$ cat src/rtl/psat_accum.sv
// Lane-wise saturating accumulator over BEATS packed 4x4-bit vectors; result registered, out_valid the cycle after the last beat.
// Input stalls (in_ready=0) while a result waits in HOLD; one idle cycle per completed result.
module psat_accum #(
  parameter int BEATS = 4,
  parameter int CNT_W = 4
) (
  input  logic             clk,
  input  logic             rst,
  input  logic             clear,
  input  logic             in_valid,
  output logic             in_ready,
  input  logic [15:0]      in_data,
  output logic             out_valid,
  input  logic             out_ready,
  output logic [15:0]      out_data,
  output logic [3:0]       out_sat,
  output logic [CNT_W-1:0] beat_cnt
);

  typedef enum logic {ACCUM = 1'b0, HOLD = 1'b1} state_t;

  localparam logic [CNT_W-1:0] LAST_BEAT = CNT_W'(BEATS - 1);

  state_t           state, state_nxt;
  logic [15:0]      acc, acc_nxt;
  logic [3:0]       sat, sat_nxt;
  logic [CNT_W-1:0] cnt_nxt;
  logic [15:0]      sum_dat;
  logic [3:0]       sum_ovf;

  // Returns {overflow, clamped sum} for one signed 4-bit lane.
  function automatic logic [4:0] lane_add(input logic [3:0] a, input logic [3:0] b);
    logic [3:0] s;
    logic       o;
    s = a + b;
    o = (a[3] == b[3]) && (s[3] != a[3]);
    if (o) s = a[3] ? 4'b1000 : 4'b0111;
    return {o, s};
  endfunction

  always_comb begin
    sum_dat = '0;
    sum_ovf = '0;
    for (int i = 0; i < 4; i++) begin
      {sum_ovf[i], sum_dat[4*i +: 4]} = lane_add(acc[4*i +: 4], in_data[4*i +: 4]);
    end
  end

  always_comb begin
    state_nxt = state;
    acc_nxt   = acc;
    sat_nxt   = sat;
    cnt_nxt   = beat_cnt;
    in_ready  = 1'b0;
    out_valid = 1'b0;
    case (state)
      ACCUM: begin
        in_ready = 1'b1;
        if (in_valid) begin
          acc_nxt = sum_dat;
          sat_nxt = sat | sum_ovf;
          if (beat_cnt == LAST_BEAT) begin
            cnt_nxt   = '0;
            state_nxt = HOLD;
          end else begin
            cnt_nxt = beat_cnt + 1'b1;
          end
        end
      end
      HOLD: begin
        out_valid = 1'b1;
        if (out_ready) begin
          acc_nxt   = '0;
          sat_nxt   = '0;
          state_nxt = ACCUM;
        end
      end
      default: state_nxt = ACCUM;
    endcase
    // Soft clear wins over both handshakes; a beat offered this cycle is lost.
    if (clear) begin
      acc_nxt   = '0;
      sat_nxt   = '0;
      cnt_nxt   = '0;
      state_nxt = ACCUM;
    end
  end

  always_ff @(posedge clk) begin
    if (rst) begin
      state    <= ACCUM;
      acc      <= '0;
      sat      <= '0;
      beat_cnt <= '0;
    end else begin
      state    <= state_nxt;
      acc      <= acc_nxt;
      sat      <= sat_nxt;
      beat_cnt <= cnt_nxt;
    end
  end

  assign out_data = acc;
  assign out_sat  = sat;

endmodule

$ cat config.mk
export PLATFORM = sky130hd
export DESIGN_NAME = psat_accum
export DESIGN_NICKNAME = d
export VERILOG_FILES = /design/src/rtl/psat_accum.sv
export SDC_FILE = /design/constraint.sdc
export NUM_CORES = 1
export LEC_CHECK = 0
export BUFFER_PORTS_ARGS = -buffer_cell sky130_fd_sc_hd__buf_4
export CAP_MARGIN = 20
export CORE_ASPECT_RATIO = 2
export CORE_MARGIN = 10
export CORE_UTILIZATION = 35
export DETAILED_ROUTE_END_ITERATION = 7
export PLACE_DENSITY = 0.62
export SLEW_MARGIN = 25
export SYNTH_ARGS = -nofsm -noshare
export SYNTH_HDL_FRONTEND = slang
export SYNTH_SLANG_ARGS = --single-unit
$ cat constraint.sdc
create_clock -name clk -period 2.1 [get_ports clk]
set_input_delay 0.315 -clock clk [delete_from_list [all_inputs] [get_ports clk]]
set_output_delay 0.315 -clock clk [all_outputs]
set_load 0.02 [all_outputs]
Yosys cells after proc, flatten, opt, wreduce, memory -nomap -nowiden
Index checks and enable logic that the tools add are counted.
{"block": "op_classes", "bitwise": 2, "n_eq_ne": 11, "mux": 21, "addsub": 5, "n_reduce_logical": 7}
{"cell": "4-bit 2-to-1 mux", "n": 11}
{"cell": "16-bit 2-to-1 mux", "n": 2}
{"cell": "16-bit one-hot mux with 2 select lines", "n": 1}
{"cell": "4-bit adder", "n": 4}
{"cell": "4-bit one-hot mux with 2 select lines", "n": 1}
{"cell": "1-bit 2-to-1 mux", "n": 5}
{"cell": "4-bit by 1-bit adder with 4-bit output, second input constant", "n": 1}
{"cell": "1-bit equality test", "n": 4}
{"cell": "4-bit by 2-bit equality test with 1-bit output, second input constant", "n": 1}
{"cell": "1-bit logical AND", "n": 4}
{"cell": "1-bit inequality test", "n": 4}
{"cell": "2-bit inequality test, second input constant", "n": 2}
{"cell": "4-bit bitwise OR", "n": 1}
{"cell": "2-bit AND reduction", "n": 2}
{"cell": "1-bit one-hot mux with 2 select lines", "n": 1}
{"cell": "2-bit OR reduction", "n": 1}
{"cell": "1-bit inverter", "n": 1}
{"block": "word_totals", "out_inout_bits": 26, "ff_bits": 25, "input_bits": 21, "wordCells": 50}

Logic depth before layout (Yosys ltp)
Gate-level depths: netlist (run 1).
{"block": "logic_depth", "word_depth": 6, "depth_mapped": 6, "depth_no_buf": 6}

Worst setup path before layout (run 1)
No wires, ideal clock.
{"block": "synth_timing", "path_type": "register to register", "start": "register acc[8] (netlist: out_data[8])", "end": "register acc[9] (netlist: out_data[9])", "arrival_time_ns": 1.588, "synth_period_minus_slack_ns": 1.716, "path_slack_ns": 0.384, "required_ns": 1.972, "setup_time_ns": 0.128, "n_path_buf": 0, "stages_incl_launch_ff": 7, "cell_sequence": "dfxtp_1 > ha_1 > inv_1 > fa_1 > o21ai_0 > a222oi_1 > nor2_1"}
{"block": "synth_via", "elab_chain_len": 6}
{"element": "start, declared", "line_no": "25", "source": "logic [15:0] acc, acc_nxt;"}
{"element": "start signal, assigned", "line_no": "97", "source": "acc <= acc_nxt;"}
{"element": "4-bit adder (*)", "line_no": "35", "source": "s = a + b;"}
{"element": "1-bit inequality test", "line_no": "36", "source": "o = (a[3] == b[3]) && (s[3] != a[3]);"}
{"element": "1-bit logical AND", "line_no": "36"}
{"element": "4-bit 2-to-1 mux (*)", "line_no": "37", "source": "if (o) s = a[3] ? 4'b1000 : 4'b0111;"}
{"element": "16-bit 2-to-1 mux (*)", "line_no": "59", "source": "if (in_valid) begin"}
{"element": "16-bit one-hot mux with 2 select lines (*)", "line_no": "56", "source": "case (state)"}
Mark *: on every way between the ends. The rest lies on a longest branch, timed or not. The select of a mux whose other input is x is not followed.
A chain may end at the register's enable or synchronous reset.

Worst setup path in the final report (run 1)
Ends and elaborated chain as after synthesis.

==> results of run 1 <==
-- state kept, by name (all words and copies together), names as in the netlist --
name / count
beat_cnt: 4
out_data: 16
out_sat: 4
state: 1
-- report_power, final --
part	switching, mW	internal (mW)	total (mW)
combinational	0.130	0.111	0.241
clock	0.144	0.135	0.279
sequential	0.0183	0.490	0.509
total	0.292	0.737	1.03
-- worst max-delay path by stage --
stage                              from                  endpoint  slack [ns]  cells after the start
2_1_floorplan  out_data[8]$_SDFFE_PP0P_  out_data[9]$_SDFFE_PP0P_        0.38                      6
3_3_place_gp                 in_data[1]  out_data[2]$_SDFFE_PP0P_        0.37                      6
3_5_place_dp                 in_data[1]   out_sat[0]$_SDFFE_PP0P_        0.35                      6
4_1_cts        out_data[8]$_SDFFE_PP0P_  out_data[9]$_SDFFE_PP0P_        0.38                      6
5_1_grt        out_data[1]$_SDFFE_PP0P_   out_sat[0]$_SDFFE_PP0P_        0.19                      5
6_report       out_data[8]$_SDFFE_PP0P_  out_data[9]$_SDFFE_PP0P_        0.40                      6
-- layer usage --
layer  wire, um  vias to the layer above  global-route usage
li1           -                      769                   -
met1       1510                      702               0.108
met2       2330                       33               0.207
met3        197                        2              0.0246
met4         42                        0              0.0413
met5          0                        -                   0
-- cell usage in the layout, fill, tap and decap left out, types with 2 or more instances in the layout --
cell type	netlist	final
sky130_fd_sc_hd__o21ai_1	2	2
sky130_fd_sc_hd__fa_1	4	4
sky130_fd_sc_hd__o21ai_0	5	5
sky130_fd_sc_hd__o31a_1	2	2
sky130_fd_sc_hd__nand2_1	19	19
sky130_fd_sc_hd__dfxtp_1	25	25
sky130_fd_sc_hd__nand4_1	2	2
sky130_fd_sc_hd__or4_4	2	2
sky130_fd_sc_hd__a21oi_1	14	14
sky130_fd_sc_hd__a21o_1	2	2
sky130_fd_sc_hd__o31ai_1	2	2
sky130_fd_sc_hd__nor3_1	2	2
sky130_fd_sc_hd__a211oi_1	3	3
sky130_fd_sc_hd__nand2b_1	2	2
sky130_fd_sc_hd__or4_1	2	2
sky130_fd_sc_hd__buf_4	0	51
sky130_fd_sc_hd__nand3_1	5	5
sky130_fd_sc_hd__a22oi_1	4	4
sky130_fd_sc_hd__a31oi_1	11	11
sky130_fd_sc_hd__o22ai_1	2	2
sky130_fd_sc_hd__xnor2_1	3	3
sky130_fd_sc_hd__a21oi_2	2	2
sky130_fd_sc_hd__clkbuf_8	0	3
sky130_fd_sc_hd__ha_1	13	13
sky130_fd_sc_hd__or2_1	3	3
sky130_fd_sc_hd__inv_1	16	16
sky130_fd_sc_hd__o211ai_1	3	3
sky130_fd_sc_hd__nor2_1	15	15
sky130_fd_sc_hd__xor2_1	2	2
sky130_fd_sc_hd__a211o_1	2	2
sky130_fd_sc_hd__and2_1	2	2
-- kinds of logic (layout without fill, tap and decap cells) --
kind of cell             count (synthesis)  after routing  synth area share
flip-flops                              25             25             0.325
XOR/XNOR                                 5              5            0.0284
multiplexers                             1              1           0.00649
AO/OA/AOI/OAI                           57             57             0.240
adder cells (fa/ha/maj)                 17             17             0.157
AND/OR/NAND/NOR                         58             58             0.187
buffers and inverters                   22             71            0.0560
-- final cells by class --
class                           instances  area (um2)  area share
Clock buffer                            4        45.0      0.0224
Inverter                               16        60.1      0.0299
Multi-Input combinational cell        138         955       0.475
Sequential cell                        25         500       0.249
Tap cell                               54        67.6      0.0336
Timing Repair Buffer                   51         383       0.190
-- worst max-delay path, cell delays in order (launching register included) --
cell,delay (ns)
sky130_fd_sc_hd__dfxtp_1,0.37
sky130_fd_sc_hd__ha_1,0.18
sky130_fd_sc_hd__inv_1,0.06
sky130_fd_sc_hd__fa_1,0.49
sky130_fd_sc_hd__o21ai_0,0.08
sky130_fd_sc_hd__a222oi_1,0.34
sky130_fd_sc_hd__nor2_1,0.07
-- stage by stage --
step	worst slack (ns)	cells
final	0.403	288
after global routing	0.188	288
after detailed placement	0.348	284
after floorplan	0.384	185
after CTS	0.380	288
after global placement	0.371	284
==> impl_metrics.prom, run 1 <==
# TYPE chip_impl_metric gauge
chip_impl_info{name="synthDominantAreaCellType",value="sky130_fd_sc_hd__dfxtp_1"} 1
chip_impl_metric{name="cp_max_fo",unit=""} 3
chip_impl_metric{name="postCtsHoldBufs",unit=""} 0
chip_impl_metric{name="fp.dieW",unit="um"} 66.9
chip_impl_metric{name="antenna_left",unit=""} 0
chip_impl_info{name="synth_top_flop_cell",value="sky130_fd_sc_hd__dfxtp_1"} 1
chip_impl_metric{name="grt_pass1_wl",unit="um"} 6760
chip_impl_metric{name="fin_area",unit="mm2"} 0.00201
chip_impl_metric{name="whs",unit="ns"} 0.334
chip_impl_metric{name="detailroute.via_count",unit=""} 1506
chip_impl_metric{name="rr_worst_depth",unit=""} 6
chip_impl_metric{name="global_route.overflow_total",unit=""} 0
chip_impl_info{name="worstSetupStartpointType",value="flop"} 1
chip_impl_metric{name="final_hold_viol_count",unit=""} 0
chip_impl_info{name="post-synth-top-count-cell",value="sky130_fd_sc_hd__dfxtp_1"} 1
chip_impl_metric{name="grt_use_total",unit=""} 0.109
chip_impl_metric{name="fraction_of_layout_cells_with_a_size_suffix_above_1",unit=""} 0.252
chip_impl_metric{name="postSynthNetCount",unit=""} 223
chip_impl_metric{name="placedInstanceArea",unit="mm2"} 0.00197
chip_impl_metric{name="finalNetCount",unit=""} 273
chip_impl_metric{name="drt-total-wl",unit="um"} 4090
chip_impl_metric{name="post-route-drc-count",unit=""} 0
chip_impl_metric{name="critical_path_required",unit="ns"} 2.25
chip_impl_info{name="hp-start",value="in_data[15]"} 1
chip_impl_metric{name="synth_largest_type_area_fraction",unit=""} 0.325
chip_impl_metric{name="pin_count",unit=""} 47
chip_impl_info{name="cts.root.buffer_cell",value="sky130_fd_sc_hd__clkbuf_8"} 1
chip_impl_metric{name="min_period",unit="ns"} 1.70
chip_impl_metric{name="syn-mean-instance-area",unit="um2"} 8.33
chip_impl_metric{name="io_buffers",unit=""} 46
chip_impl_info{name="synth.area.top_cells",value="sky130_fd_sc_hd__dfxtp_1 32%, sky130_fd_sc_hd__ha_1 11%, sky130_fd_sc_hd__fa_1 5.2%"} 1
chip_impl_metric{name="worst_pin_slew",unit="ns"} 0.510
chip_impl_metric{name="count_of_final_setup_violators",unit=""} 0
chip_impl_metric{name="clock_insertion_delay_worst_skew",unit="ns"} 0.26
chip_impl_metric{name="drt_first_pass_iters",unit=""} 6
chip_impl_metric{name="floorplan.die.height",unit="um"} 114
chip_impl_info{name="r2r-start",value="out_data[8]$_SDFFE_PP0P_"} 1
chip_impl_metric{name="tns",unit="ns"} 0
chip_impl_metric{name="fillerInstances",unit=""} 454
chip_impl_metric{name="clock_tree.buffer_depth",unit=""} 2
chip_impl_metric{name="r2r_setup_slk",unit="ns"} 0.40
chip_impl_metric{name="cap_violations",unit=""} 0
chip_impl_metric{name="synth_edf_count",unit=""} 0
chip_impl_info{name="hold_path.class",value="primary input to flop"} 1
chip_impl_metric{name="routed_via_count_divided_by_cell_count",unit=""} 5.23
chip_impl_metric{name="floorplan.rows",unit=""} 34
chip_impl_metric{name="synth.ff_latch_count",unit=""} 25
chip_impl_info{name="synth_commonest_cells",value="25 x sky130_fd_sc_hd__dfxtp_1, 19 x sky130_fd_sc_hd__nand2_1, 16 x sky130_fd_sc_hd__inv_1, 15 x sky130_fd_sc_hd__nor2_1, 14 x sky130_fd_sc_hd__a21oi_1"} 1
chip_impl_metric{name="synthesis.yosys.warnings",unit=""} 0
chip_impl_info{name="critPathKind",value="flop to flop"} 1
chip_impl_metric{name="largest_net_degree_at_the_start_of_global_routing",unit=""} 15
chip_impl_metric{name="detail_route.wl_per_cell",unit="um"} 14.2
chip_impl_info{name="cts_tree",value="built"} 1
chip_impl_metric{name="synthesis.instances",unit=""} 185
chip_impl_info{name="worst_setup_path_end_kind",value="flop"} 1
chip_impl_metric{name="cellPowerDensity",unit="mW/mm2"} 512
chip_impl_metric{name="die_area",unit="mm2"} 0.00762
chip_impl_metric{name="power",unit="mW"} 1.03
chip_impl_metric{name="area_delta_synth_final",unit="%"} 30.4
chip_impl_metric{name="final_cycle_utilization_of_the_critical_path",unit=""} 0.808
chip_impl_metric{name="clock_transition_at_the_register_clock_pins_on_the_worst_setup_and_hold_paths_after_cts",unit="ns"} 0.09
chip_impl_metric{name="rel_slew_slack",unit=""} 0.660
chip_impl_metric{name="cts_resized",unit=""} 0
chip_impl_metric{name="finalMaxSlewViolations",unit=""} 0
chip_impl_metric{name="p_leak",unit="nW"} 0.861
chip_impl_metric{name="place.gp.congestion",unit=""} 0.849
chip_impl_metric{name="tritoncts_buffers",unit=""} 3
chip_impl_metric{name="ys_types",unit=""} 39
chip_impl_metric{name="worstPathArrival",unit="ns"} 1.85
chip_impl_metric{name="post_synth_instance_area",unit="mm2"} 0.00154
chip_impl_metric{name="htree_levels",unit=""} 1
chip_impl_metric{name="max-vdd-ir-drop",unit="mV"} 0.349
chip_impl_metric{name="antenna_found_initial",unit=""} 0
chip_impl_metric{name="yosysSeqAreaShare",unit=""} 0.325
chip_impl_metric{name="finClkSkew",unit="ns"} 0.00431
chip_impl_metric{name="tritoncts_num_sinks",unit=""} 25
chip_impl_metric{name="start_util",unit=""} 0.359
chip_impl_info{name="min_to",value="out_data[15]$_SDFFE_PP0P_"} 1
chip_impl_metric{name="antennaDiodeCount",unit=""} 0
chip_impl_metric{name="post-route-util",unit=""} 0.468
chip_impl_metric{name="post_cts_buffers",unit=""} 0
chip_impl_metric{name="grt_pass1_vias",unit=""} 1500
chip_impl_metric{name="place_hpwl",unit="um"} 3430
chip_impl_metric{name="hold-path-cell-count",unit=""} 3
chip_impl_info{name="crit-reg2reg-capture",value="out_data[9]$_SDFFE_PP0P_"} 1
chip_impl_info{name="unrepaired_setup_endpoints_after_global_routing",value="false"} 1
chip_impl_metric{name="drt_iter0_drc",unit=""} 21
chip_impl_metric{name="core_area",unit="mm2"} 0.00430
chip_impl_metric{name="fmaxAchievable",unit="MHz"} 589
chip_impl_metric{name="synth-async-reset-ratio",unit=""} 0
chip_impl_info{name="status",value="completed"} 1
Note: power is estimated with default switching activity, not from simulation.
==> inputs of run 2 (changes only) <==
--- a/config.mk
+++ b/config.mk
@@ -11,7 +11,7 @@
 export CORE_MARGIN = 10
 export CORE_UTILIZATION = 35
 export DETAILED_ROUTE_END_ITERATION = 7
-export PLACE_DENSITY = 0.62
+export PLACE_DENSITY = 0.64
 export SLEW_MARGIN = 25
 export SYNTH_ARGS = -nofsm -noshare
 export SYNTH_HDL_FRONTEND = slang
==> constraint.sdc (replaced) <==
create_clock -name clk -period 1.37 [get_ports clk]
set_input_delay 0.2055 -clock clk [delete_from_list [all_inputs] [get_ports clk]]
set_output_delay 0.2055 -clock clk [all_outputs]
set_load 0.02 [all_outputs]
==> impl_metrics.prom, run 2 (synthesis results as in run 1) <==
# TYPE chip_impl_metric gauge
chip_impl_metric{name="antenna_found_initial",unit=""} 0
chip_impl_metric{name="die_area",unit="mm2"} 0.00762
chip_impl_metric{name="fmaxAchievable",unit="MHz"} 614
chip_impl_metric{name="timing.critical_path.slowest_cell_delay",unit="ns"} 0.53
chip_impl_metric{name="detail_route.wl_per_cell",unit="um"} 14.4
chip_impl_info{name="routed.top_layer",value="met4"} 1
chip_impl_metric{name="drt_iter0_drc",unit=""} 31
chip_impl_metric{name="clock_insertion_delay_worst_skew",unit="ns"} 0.27
chip_impl_metric{name="critical_path_required",unit="ns"} 1.53
chip_impl_metric{name="whs",unit="ns"} 0.232
chip_impl_metric{name="place.gp.congestion",unit=""} 0.810
chip_impl_info{name="status",value="complete, but fails checks"} 1
chip_impl_metric{name="routed_via_count_divided_by_cell_count",unit=""} 5.15
chip_impl_metric{name="rel_slew_slack",unit=""} 0.728
chip_impl_metric{name="cap_violations",unit=""} 0
chip_impl_info{name="most-common-layout-cells",value="80 x sky130_fd_sc_hd__buf_4, 19 x sky130_fd_sc_hd__nand2_1, 15 x sky130_fd_sc_hd__inv_1, 15 x sky130_fd_sc_hd__nor2_1, 13 x sky130_fd_sc_hd__dfxtp_1"} 1
chip_impl_metric{name="finalNetCount",unit=""} 308
chip_impl_metric{name="core_area",unit="mm2"} 0.00430
chip_impl_info{name="worst_setup_path_end_kind",value="flop"} 1
chip_impl_metric{name="detailroute.via_count",unit=""} 1664
chip_impl_metric{name="tritoncts_buffers",unit=""} 3
chip_impl_metric{name="final_cycle_utilization_of_the_critical_path",unit=""} 1.19
chip_impl_metric{name="clock_tree.buffer_depth",unit=""} 2
chip_impl_info{name="mostFrequentLayoutCell",value="sky130_fd_sc_hd__buf_4"} 1
chip_impl_metric{name="finalMaxSlewViolations",unit=""} 0
chip_impl_metric{name="min_period",unit="ns"} 1.63
chip_impl_metric{name="flip_flop_count_of_the_largest_register_all_copies_and_words_added",unit=""} 16
chip_impl_metric{name="cellPowerDensity",unit="mW/mm2"} 686
chip_impl_metric{name="power",unit="mW"} 1.75
chip_impl_metric{name="htree_levels",unit=""} 1
chip_impl_info{name="critPathKind",value="flop to flop"} 1
chip_impl_metric{name="fraction_of_layout_cells_with_a_size_suffix_above_1",unit=""} 0.509
chip_impl_metric{name="pin_count",unit=""} 47
chip_impl_info{name="violated_checks",value="negative setup slack"} 1
chip_impl_metric{name="post-route-drc-count",unit=""} 0
chip_impl_metric{name="place_hpwl",unit="um"} 3710
chip_impl_metric{name="finClkSkew",unit="ns"} 0.00339
chip_impl_info{name="hold_path.class",value="primary input to flop"} 1
chip_impl_info{name="worstSetupStartpointType",value="flop"} 1
chip_impl_metric{name="met1_length",unit="um"} 1620
chip_impl_metric{name="final_hold_viol_count",unit=""} 0
chip_impl_metric{name="start_util",unit=""} 0.359
chip_impl_metric{name="stdcell_count",unit=""} 323
chip_impl_metric{name="floorplan.die.height",unit="um"} 114
chip_impl_metric{name="count_of_final_setup_violators",unit=""} 16
chip_impl_metric{name="antenna_left",unit=""} 0
chip_impl_metric{name="wl_met3",unit="um"} 254
chip_impl_metric{name="grt_use_total",unit=""} 0.124
chip_impl_metric{name="io_buffers",unit=""} 46
chip_impl_metric{name="worst_pin_slew",unit="ns"} 0.408
chip_impl_metric{name="fp.dieW",unit="um"} 66.9
chip_impl_metric{name="cp_max_fo",unit=""} 2
chip_impl_info{name="unrepaired_setup_endpoints_after_global_routing",value="true"} 1
chip_impl_info{name="cp_slowest_cell",value="sky130_fd_sc_hd__fa_2"} 1
chip_impl_info{name="cp_cell_sequence",value="ha_4, inv_2, fa_2, o21ai_2, a222oi_1, nor2_1"} 1
chip_impl_metric{name="grt_pass1_wl",unit="um"} 7730
chip_impl_metric{name="p_leak",unit="nW"} 1.09
chip_impl_metric{name="tritoncts_num_sinks",unit=""} 25
chip_impl_metric{name="floorplan.rows",unit=""} 34
chip_impl_metric{name="dp.cells",unit=""} 315
chip_impl_metric{name="antennaDiodeCount",unit=""} 0
chip_impl_metric{name="routed-wl-met2",unit="um"} 2740
chip_impl_info{name="cts_tree",value="built"} 1
chip_impl_metric{name="post-route-util",unit=""} 0.595
chip_impl_metric{name="clock_transition_at_the_register_clock_pins_on_the_worst_setup_and_hold_paths_after_cts",unit="ns"} 0.09
chip_impl_metric{name="largest_net_degree_at_the_start_of_global_routing",unit=""} 15
chip_impl_metric{name="area_delta_synth_final",unit="%"} 65.7
chip_impl_info{name="cts.root.buffer_cell",value="sky130_fd_sc_hd__clkbuf_8"} 1
chip_impl_metric{name="drt_first_pass_iters",unit=""} 6
chip_impl_metric{name="global_route.overflow_total",unit=""} 0
chip_impl_metric{name="max-vdd-ir-drop",unit="mV"} 0.689
chip_impl_metric{name="drt-total-wl",unit="um"} 4650
chip_impl_metric{name="layout_setup_ws",unit="ns"} -0.259
chip_impl_metric{name="grt_pass1_vias",unit=""} 1768
chip_impl_metric{name="worstPathArrival",unit="ns"} 1.78
chip_impl_metric{name="postCtsHoldBufs",unit=""} 0
-- run 2: cell type report --
type	instances	area (um2)
clock inverters	1	5.00
flip-flops and latches	25	531
multi-input cells	138	1180
clock buffers	3	41.3
well taps	54	67.6
inverters	16	60.1
fillers	411	1740
repair buffers	86	668
-- run 2: metrics by stage --
stage	instance area (um2)	setup TNS (ns)	setup WS (ns)
6_report	2550	-2.37	-0.259
5_1_grt	2550	-3.61	-0.362
3_3_place_gp	2360	-2.04	-0.174
3_5_place_dp	2360	-2.42	-0.201
4_1_cts	2490	-2.44	-0.222
2_1_floorplan	1700	-1.74	-0.181
-- run 2: timing repair --
item,CTS,global route
setup buffers,5,0
hold endpoints to repair,0,0
resized for setup,14,14
setup endpoints to repair,18,21
pin swaps,12,6
-- run 2: per-layer routing --
layer | vias up | GRT usage
li1 | 839 | -
met1 | 788 | 0.117
met2 | 35 | 0.244
met3 | 2 | 0.0285
met4 | 0 | 0.0372
met5 | - | 0
-- run 2: where the power goes --
part / internal, mW / switching [mW] / leakage, nW / total (mW)
Combinational: 0.282 / 0.256 / 0.850 / 0.538
Sequential: 0.748 / 0.0282 / 0.210 / 0.776
Clock: 0.203 / 0.236 / 0.0255 / 0.439
Total: 1.23 / 0.520 / 1.09 / 1.75
-- run 2: worst paths after layout --
kind / slack (ns) / from / to / cells past startpoint
setup reg to reg: -0.26 / out_data[8]$_SDFFE_PP0P_ / out_data[9]$_SDFFE_PP0P_ / 6
hold / removal: 0.23 / in_data[15] / out_data[15]$_SDFFE_PP0P_ / 3
setup / recovery: -0.26 / out_data[8]$_SDFFE_PP0P_ / out_data[9]$_SDFFE_PP0P_ / 6
hold reg to reg: 0.48 / out_sat[3]$_SDFFE_PP0P_ / out_sat[3]$_SDFFE_PP0P_ / 2
-- run 2: worst max-delay path: cells and delay by family, from the launching register on --
family / cells / cell delay, ns
buf+inv: 1 / 0.03
fa+ha+maj: 2 / 0.66
simple gates: 1 / 0.06
flops: 1 / 0.36
compound gates: 2 / 0.40
